===== config.mk =====
export PLATFORM = sky130hd
export DESIGN_NAME = feed_sequencer_multi
export DESIGN_NICKNAME = d
export VERILOG_FILES = /design/src/rtl/feed_seq_pkg.sv /design/src/rtl/feed_index_table.sv /design/src/rtl/feed_sequencer_multi.sv
export SDC_FILE = /design/constraint.sdc
export NUM_CORES = 1
export LEC_CHECK = 0
export ABC_AREA = 1
export BUFFER_PORTS_ARGS = -buffer_cell sky130_fd_sc_hd__clkbuf_2
export CAP_MARGIN = 20
export CELL_PAD_IN_SITES_DETAIL_PLACEMENT = 1
export CELL_PAD_IN_SITES_GLOBAL_PLACEMENT = 2
export CORE_MARGIN = 2
export CORE_UTILIZATION = 36
export DETAILED_ROUTE_END_ITERATION = 8
export PLACE_DENSITY = 0.87
export SYNTH_ARGS = -nofsm -noshare
export SYNTH_HDL_FRONTEND = slang
export SYNTH_SLANG_ARGS = --single-unit

===== constraint.sdc =====
create_clock -name clk -period 3.65 [get_ports clk]
set_clock_uncertainty 0.1 [all_clocks]
set_input_delay 0.73 -clock clk [delete_from_list [all_inputs] [get_ports clk]]
set_output_delay 0.73 -clock clk [all_outputs]
set_load 0.02 [all_outputs]

===== src/rtl/feed_seq_pkg.sv =====
// Shared state encodings and width helpers for the multi-feed engine sequencer.
package feed_seq_pkg;

   localparam int STATE_W = 3;

   typedef enum logic [STATE_W-1:0] {
      ST_FETCH      = 3'd0,
      ST_SEND_ACK   = 3'd1,
      ST_WAIT_DATA  = 3'd2,
      ST_BOT        = 3'd3,
      ST_DUMP_CHECK = 3'd4,
      ST_DUMPING    = 3'd5
   } state_t;

   // clog2 that never returns less than one bit.
   function automatic int clog2_min1(input int v);
      return (v <= 2) ? 1 : $clog2(v);
   endfunction

   function automatic int max2(input int a, input int b);
      return (a > b) ? a : b;
   endfunction

endpackage


===== src/rtl/feed_index_table.sv =====
// Per-feed last-acknowledged index storage: one write port, one combinational read port.
module feed_index_table
   import feed_seq_pkg::*;
#(
   parameter int NUM_FEEDS = 4,
   parameter int FEED_W    = 2,
   parameter int IDX_W     = 12
) (
   input  logic              clk,
   input  logic              rst_n,
   input  logic              wr_en,
   input  logic [FEED_W-1:0] wr_feed,
   input  logic [IDX_W-1:0]  wr_index,
   input  logic [FEED_W-1:0] rd_feed,
   output logic [IDX_W-1:0]  rd_index
);

   logic [IDX_W-1:0] entries [NUM_FEEDS];

   // Feed ids beyond NUM_FEEDS-1 (non power-of-two counts) are dropped.
   always_ff @(posedge clk or negedge rst_n) begin
      if (!rst_n) begin
         for (int f = 0; f < NUM_FEEDS; f++) entries[f] <= '0;
      end else if (wr_en) begin
         for (int f = 0; f < NUM_FEEDS; f++) begin
            if (wr_feed == FEED_W'(f)) entries[f] <= wr_index;
         end
      end
   end

   always_comb begin
      rd_index = '0;
      for (int f = 0; f < NUM_FEEDS; f++) begin
         if (rd_feed == FEED_W'(f)) rd_index = entries[f];
      end
   end

endmodule


===== src/rtl/feed_sequencer_multi.sv =====
// Round-robin fetch -> bot -> dump-check sequencer over NUM_FEEDS upstream feeds.
// Optional FEED_SEQ_STATS_EN adds the 48-bit o_stats counter port.
module feed_sequencer_multi
   import feed_seq_pkg::*;
#(
   parameter int NUM_FEEDS     = 4,
   parameter int FEED_W        = 2,
   parameter int IDX_W         = 12,
   parameter int NUM_DUMP_SRC  = 2,
   parameter int FETCH_TIMEOUT = 10000,
   parameter int ACK_TIMEOUT   = 1000,
   parameter int MAX_RETRY     = 2,
   parameter int BOT_CYCLES    = 5000,
   parameter int DUMP_GUARD    = 4
) (
   input  logic                    clk,
   input  logic                    rst_n,
   input  logic                    i_rx_tlast_pulse,
   input  logic [IDX_W-1:0]        i_rx_index,
   input  logic [FEED_W-1:0]       i_rx_feed_id,
   input  logic                    i_ack_done,
   input  logic [NUM_DUMP_SRC-1:0] i_dump_req,
   input  logic                    i_engine_busy,
   output logic                    o_ack_start,
   output logic [FEED_W-1:0]       o_ack_feed,
   output logic [IDX_W-1:0]        o_ack_index,
   output logic                    o_enable_rx,
   output logic                    o_enable_bot,
   output logic                    o_enable_tx,
   output logic                    o_start_dump,
   output logic                    o_dump_pending,
   output logic                    o_fetch_fail,
`ifdef FEED_SEQ_STATS_EN
   output logic [47:0]             o_stats,
`endif
   output logic [STATE_W-1:0]      o_state
);

   localparam int MAX_LIMIT = max2(max2(FETCH_TIMEOUT, ACK_TIMEOUT), max2(BOT_CYCLES, DUMP_GUARD));
   localparam int TMR_W     = clog2_min1(MAX_LIMIT) + 1;
   localparam int RETRY_W   = clog2_min1(MAX_RETRY + 1);

   // Limits are expressed as the timer value on the last cycle of the state.
   localparam logic [TMR_W-1:0] FETCH_LAST = TMR_W'(FETCH_TIMEOUT - 1);
   localparam logic [TMR_W-1:0] ACK_LAST   = TMR_W'(ACK_TIMEOUT - 1);
   localparam logic [TMR_W-1:0] BOT_LAST   = TMR_W'(BOT_CYCLES - 1);
   localparam logic [TMR_W-1:0] GUARD_LAST = TMR_W'(DUMP_GUARD - 1);

   state_t              state;
   logic [FEED_W-1:0]   ptr;
   logic [TMR_W-1:0]    timer;
   logic [RETRY_W-1:0]  retry;
   logic                pending;
   logic                start_dump;
   logic                fetch_fail;
   logic [IDX_W-1:0]    ptr_index;
   logic                rx_wr;
   logic                rx_match;
   logic                dump_set;

`ifdef FEED_SEQ_STATS_EN
   logic [15:0] fail_cnt;
   logic [15:0] retry_cnt;
   logic [15:0] dump_cnt;
`endif

   function automatic logic [TMR_W-1:0] sat_inc_tmr(input logic [TMR_W-1:0] t);
      return (t == {TMR_W{1'b1}}) ? t : t + TMR_W'(1);
   endfunction

   function automatic logic [15:0] sat_inc16(input logic [15:0] c);
      return (c == 16'hFFFF) ? c : c + 16'd1;
   endfunction

   assign dump_set = |i_dump_req;
   assign rx_wr    = i_rx_tlast_pulse && (state == ST_WAIT_DATA);
   assign rx_match = rx_wr && (i_rx_feed_id == ptr);

   feed_index_table #(
      .NUM_FEEDS (NUM_FEEDS),
      .FEED_W    (FEED_W),
      .IDX_W     (IDX_W)
   ) u_index_table (
      .clk      (clk),
      .rst_n    (rst_n),
      .wr_en    (rx_wr),
      .wr_feed  (i_rx_feed_id),
      .wr_index (i_rx_index),
      .rd_feed  (ptr),
      .rd_index (ptr_index)
   );

   always_ff @(posedge clk or negedge rst_n) begin
      if (!rst_n) begin
         state      <= ST_FETCH;
         ptr        <= '0;
         timer      <= '0;
         retry      <= '0;
         pending    <= 1'b0;
         start_dump <= 1'b0;
         fetch_fail <= 1'b0;
`ifdef FEED_SEQ_STATS_EN
         fail_cnt   <= '0;
         retry_cnt  <= '0;
         dump_cnt   <= '0;
`endif
      end else begin
         start_dump <= 1'b0;
         fetch_fail <= 1'b0;
         timer      <= sat_inc_tmr(timer);
         pending    <= pending | dump_set;
         case (state)
            ST_FETCH: begin
               state <= ST_SEND_ACK;
               timer <= '0;
            end
            ST_SEND_ACK: begin
               if (i_ack_done) begin
                  state <= ST_WAIT_DATA;
                  timer <= '0;
               end else if (timer >= ACK_LAST) begin
                  state      <= ST_BOT;
                  timer      <= '0;
                  fetch_fail <= 1'b1;
`ifdef FEED_SEQ_STATS_EN
                  fail_cnt   <= sat_inc16(fail_cnt);
`endif
               end
            end
            ST_WAIT_DATA: begin
               // A matching packet beats a timeout landing in the same cycle.
               if (rx_match) begin
                  state <= ST_BOT;
                  timer <= '0;
               end else if (timer >= FETCH_LAST) begin
                  timer <= '0;
                  if (retry < RETRY_W'(MAX_RETRY)) begin
                     state     <= ST_SEND_ACK;
                     retry     <= retry + RETRY_W'(1);
`ifdef FEED_SEQ_STATS_EN
                     retry_cnt <= sat_inc16(retry_cnt);
`endif
                  end else begin
                     state      <= ST_BOT;
                     fetch_fail <= 1'b1;
`ifdef FEED_SEQ_STATS_EN
                     fail_cnt   <= sat_inc16(fail_cnt);
`endif
                  end
               end
            end
            ST_BOT: begin
               if (timer >= BOT_LAST) begin
                  state <= ST_DUMP_CHECK;
                  timer <= '0;
               end
            end
            ST_DUMP_CHECK: begin
               ptr   <= (ptr == FEED_W'(NUM_FEEDS - 1)) ? '0 : ptr + FEED_W'(1);
               timer <= '0;
               if (pending) begin
                  state      <= ST_DUMPING;
                  start_dump <= 1'b1;
                  pending    <= dump_set;
`ifdef FEED_SEQ_STATS_EN
                  dump_cnt   <= sat_inc16(dump_cnt);
`endif
               end else begin
                  state <= ST_FETCH;
                  retry <= '0;
               end
            end
            ST_DUMPING: begin
               if ((timer >= GUARD_LAST) && !i_engine_busy) begin
                  state <= ST_FETCH;
                  timer <= '0;
                  retry <= '0;
               end
            end
            default: begin
               state <= ST_FETCH;
               timer <= '0;
            end
         endcase
      end
   end

   assign o_ack_start    = (state == ST_SEND_ACK);
   assign o_ack_feed     = ptr;
   assign o_ack_index    = ptr_index;
   assign o_enable_rx    = (state == ST_WAIT_DATA);
   assign o_enable_bot   = (state == ST_BOT);
   assign o_enable_tx    = (state == ST_BOT) || (state == ST_DUMP_CHECK);
   assign o_start_dump   = start_dump;
   assign o_dump_pending = pending;
   assign o_fetch_fail   = fetch_fail;
   assign o_state        = state;

`ifdef FEED_SEQ_STATS_EN
   assign o_stats = {fail_cnt, retry_cnt, dump_cnt};
`endif

endmodule


==> impl_results.md <==
- Ys async rst share: 100.0%
- Pre-CTS setup slack: 796.9 ps
- YS warnings: 0
- PwrDens: 755.2 nW/um^2
- Setup TNS: 0 ps
- Post-synth EDFFs: 0
- CP required: 2820 ps
- Antenna-violating nets left: 0
- Final Max Tran Viols: 0
- Setup bufs post-CTS: 0
- Num Clock Sinks: 73
- Die area: 11,830 sq um
- CTS H-Tree Depth: 3
- Net Count, Synth: 554
- Yosys cell types: 34
- Hold Startpoint: u_index_table.entries[9]$_DFFE_PN0P_
- Post-synthesis cell count: 528
- Initial Util: 36.61%
- Worst setup SP type: flip-flop
- Final hold vios: 0
- Critical Path Fanout Max: 13
- VDD IR-drop max: 0.0002870 V
- FP Rows: 38
- Crit path time final: 3197 ps
- Largest net degree at the start of global routing: 74
- Core Box Area: 10,790 sq um
- Most common cell in the netlist: nand2_1
- Port Buf Inserts: 44
- First-pass detailed-route iteration total: 4
- Layout cells sized above 1: 18.91%
- Mapped Area: 3951 sq um
- Clk_lat worst skew: 350 ps
- Final setup vio count: 0
- WL final: 10.46 mm
- Avg Inst Size Synth: 7.484 sq um
- Worst-margin pin slew: 959.5 ps
- Via count: 3,509
- Top_reg_cell synth: dfrtp_1
- Post-synthesis sequential area ratio: 46.23%
- Global Route Usage Sum: 19.34%
- Post-CTS resize count: 0
- Worst-path clk slew: 80 ps
- Static Leak: 0.002276 uW
- Post-CTS Hold Buffers: 0
- Synth Register Bits: 73
- GP Congestion: 0.7889
- First-pass GRT wire length: 17.82 mm
- FF-to-FF Start: o_state[0]$_DFFE_PN0P_
- Unrepaired setup endpoints after global routing: no
- Die height: 108.8 um
- Total I/O pin count: 45
- Max_cap viols: 0
- Max-slew headroom: 35.86%
- Remaining routing DRC violations: 0
- Final WS setup: 452.9 ps
- Vias in the first global route: 3,591
- ANT cells: 0
- CTS tree: yes
- HPWL after DPL: 7.319 mm
- CTS max path bufs: 2
- Tcrit/Tclk final: 87.59%
- DIE WIDTH: 108.8 um
- Critical path class: flip-flop to primary output
- Area grow syn2layout: 14.12%
- Synth area leader: dfrtp_1
- DR WL/cell: 14.71 um
- Nets: 592
- Number of vias per cell: 4.935
- Crit path from: o_ack_feed[0]$_DFFE_PN0N_
- Min-delay worst type: flip-flop to flip-flop
- Initial antenna violation count: 0
- Synth top area share: 46.23%
- Starting DRT DRC Count: 165
- Maximum clock frequency: 312.8 MHz
- Grt total ovfl: 0
- Top cells by area, synth: dfrtp_1, nand2_1, o21ai_0, nor2_1, a21oi_1
- Setup crit end kind: primary output
- Clk root buf: clkbuf_8
- Synth top cells by count: nand2_1, dfrtp_1, o21ai_0
- Critical path arrival: 2370 ps
- CTS buffer count: 9
- Status: complete, no violations
==> per-stage QoR <==
step                      power (uW)  instances  utilization [%]  instance area (sq um)  hold slack [ps]
after CTS                       3446        711            41.78                   4509            394.2
after detailed placement        2642        695            39.53                   4267            373.7
after floorplan                 2230        528                -                   3951            334.4
after global placement          2587        695            39.53                   4267            367.2
after global routing            3685        711            41.78                   4509            417.1
final                           3406        711            41.78                   4509            391.8
==> layout by cell type (no fill, tap or decap), types with 2 or more instances in the layout <==
| cell type | count |
|---|---|
| buf_4 | 2 |
| dfrtp_1 | 73 |
| or2_2 | 4 |
| nand3_1 | 29 |
| o21ai_0 | 55 |
| inv_2 | 8 |
| clkbuf_8 | 9 |
| bufinv_16 | 3 |
| inv_1 | 40 |
| xnor2_1 | 4 |
| nand2_2 | 6 |
| nand3_2 | 4 |
| nor2_1 | 53 |
| nor3_1 | 6 |
| nor2_2 | 15 |
| nor2_4 | 4 |
| clkinv_2 | 2 |
| nand2_1 | 158 |
| ha_1 | 5 |
| nor3_2 | 2 |
| clkbuf_2 | 43 |
| a21oi_1 | 31 |
==> kinds of logic (layout without fill, tap and decap cells) <==
logic type | count (synthesis) | after routing | synth area share [%]
buffers and inverters | 69 | 112 | 7.252
adders and majority gates | 5 | 5 | 1.583
DFF | 73 | 73 | 46.23
xor gates and xnor gates | 4 | 4 | 0.8865
and+or+nand+nor | 286 | 286 | 32.11
AOI/OAI and AO/OA | 91 | 91 | 11.94
==> routing by layer <==
| layer | GRT usage [%] | vias to the layer above | share of wire (%) |
|---|---|---|---|
| li1 | - | 1756 | - |
| met1 | 27.32 | 1704 | 50 |
| met2 | 30.13 | 41 | 46 |
| met3 | 3.646 | 8 | 3.0 |
| met4 | 5.769 | 0 | 0.97 |
| met5 | 0 | - | 0 |
==> flip-flops by register name, indices dropped and copies added (netlist names) <==
name / cells
o_start_dump: 1
o_fetch_fail: 1
o_dump_pending: 1
retry: 2
o_state: 3
timer: 15
o_ack_feed: 2
u_index_table.entries: 48
==> final cells by class <==
type,instances,area (sq um)
flip-flops and latches,73,1827
fillers,1361,6284
inverters,51,196.4
clock inverters,6,115.1
clock buffers,10,127.6
multi-input cells,386,1838
repair buffers,45,230.2
well taps,140,175.2
==> worst paths after layout <==
kind                       slack (ps)                                    end  depth (start not counted)
hold reg to reg                   390   u_index_table.entries[9]$_DFFE_PN0P_                          2
setup / recovery                  450                        o_ack_index[10]                          6
min in group asynchronous         420                     timer[7]$_DFF_PN0_                          1
setup reg to reg                 1440  u_index_table.entries[35]$_DFFE_PN0P_                          5
max in group asynchronous        2430                     timer[5]$_DFF_PN0_                          1
hold / removal                    390   u_index_table.entries[9]$_DFFE_PN0P_                          2
==> critical path: stages (launching register included) <==
cell	delay (ps)
dfrtp_1	440
inv_1	120
ha_1	420
inv_1	420
nor2_1	80
o31ai_1	300
clkbuf_2	230
==> where the power goes <==
part	switching, uW	internal [uW]
Clock	325	458
Combinational	878	439
Sequential	214	1090
(Power assumes the default switching activity.)
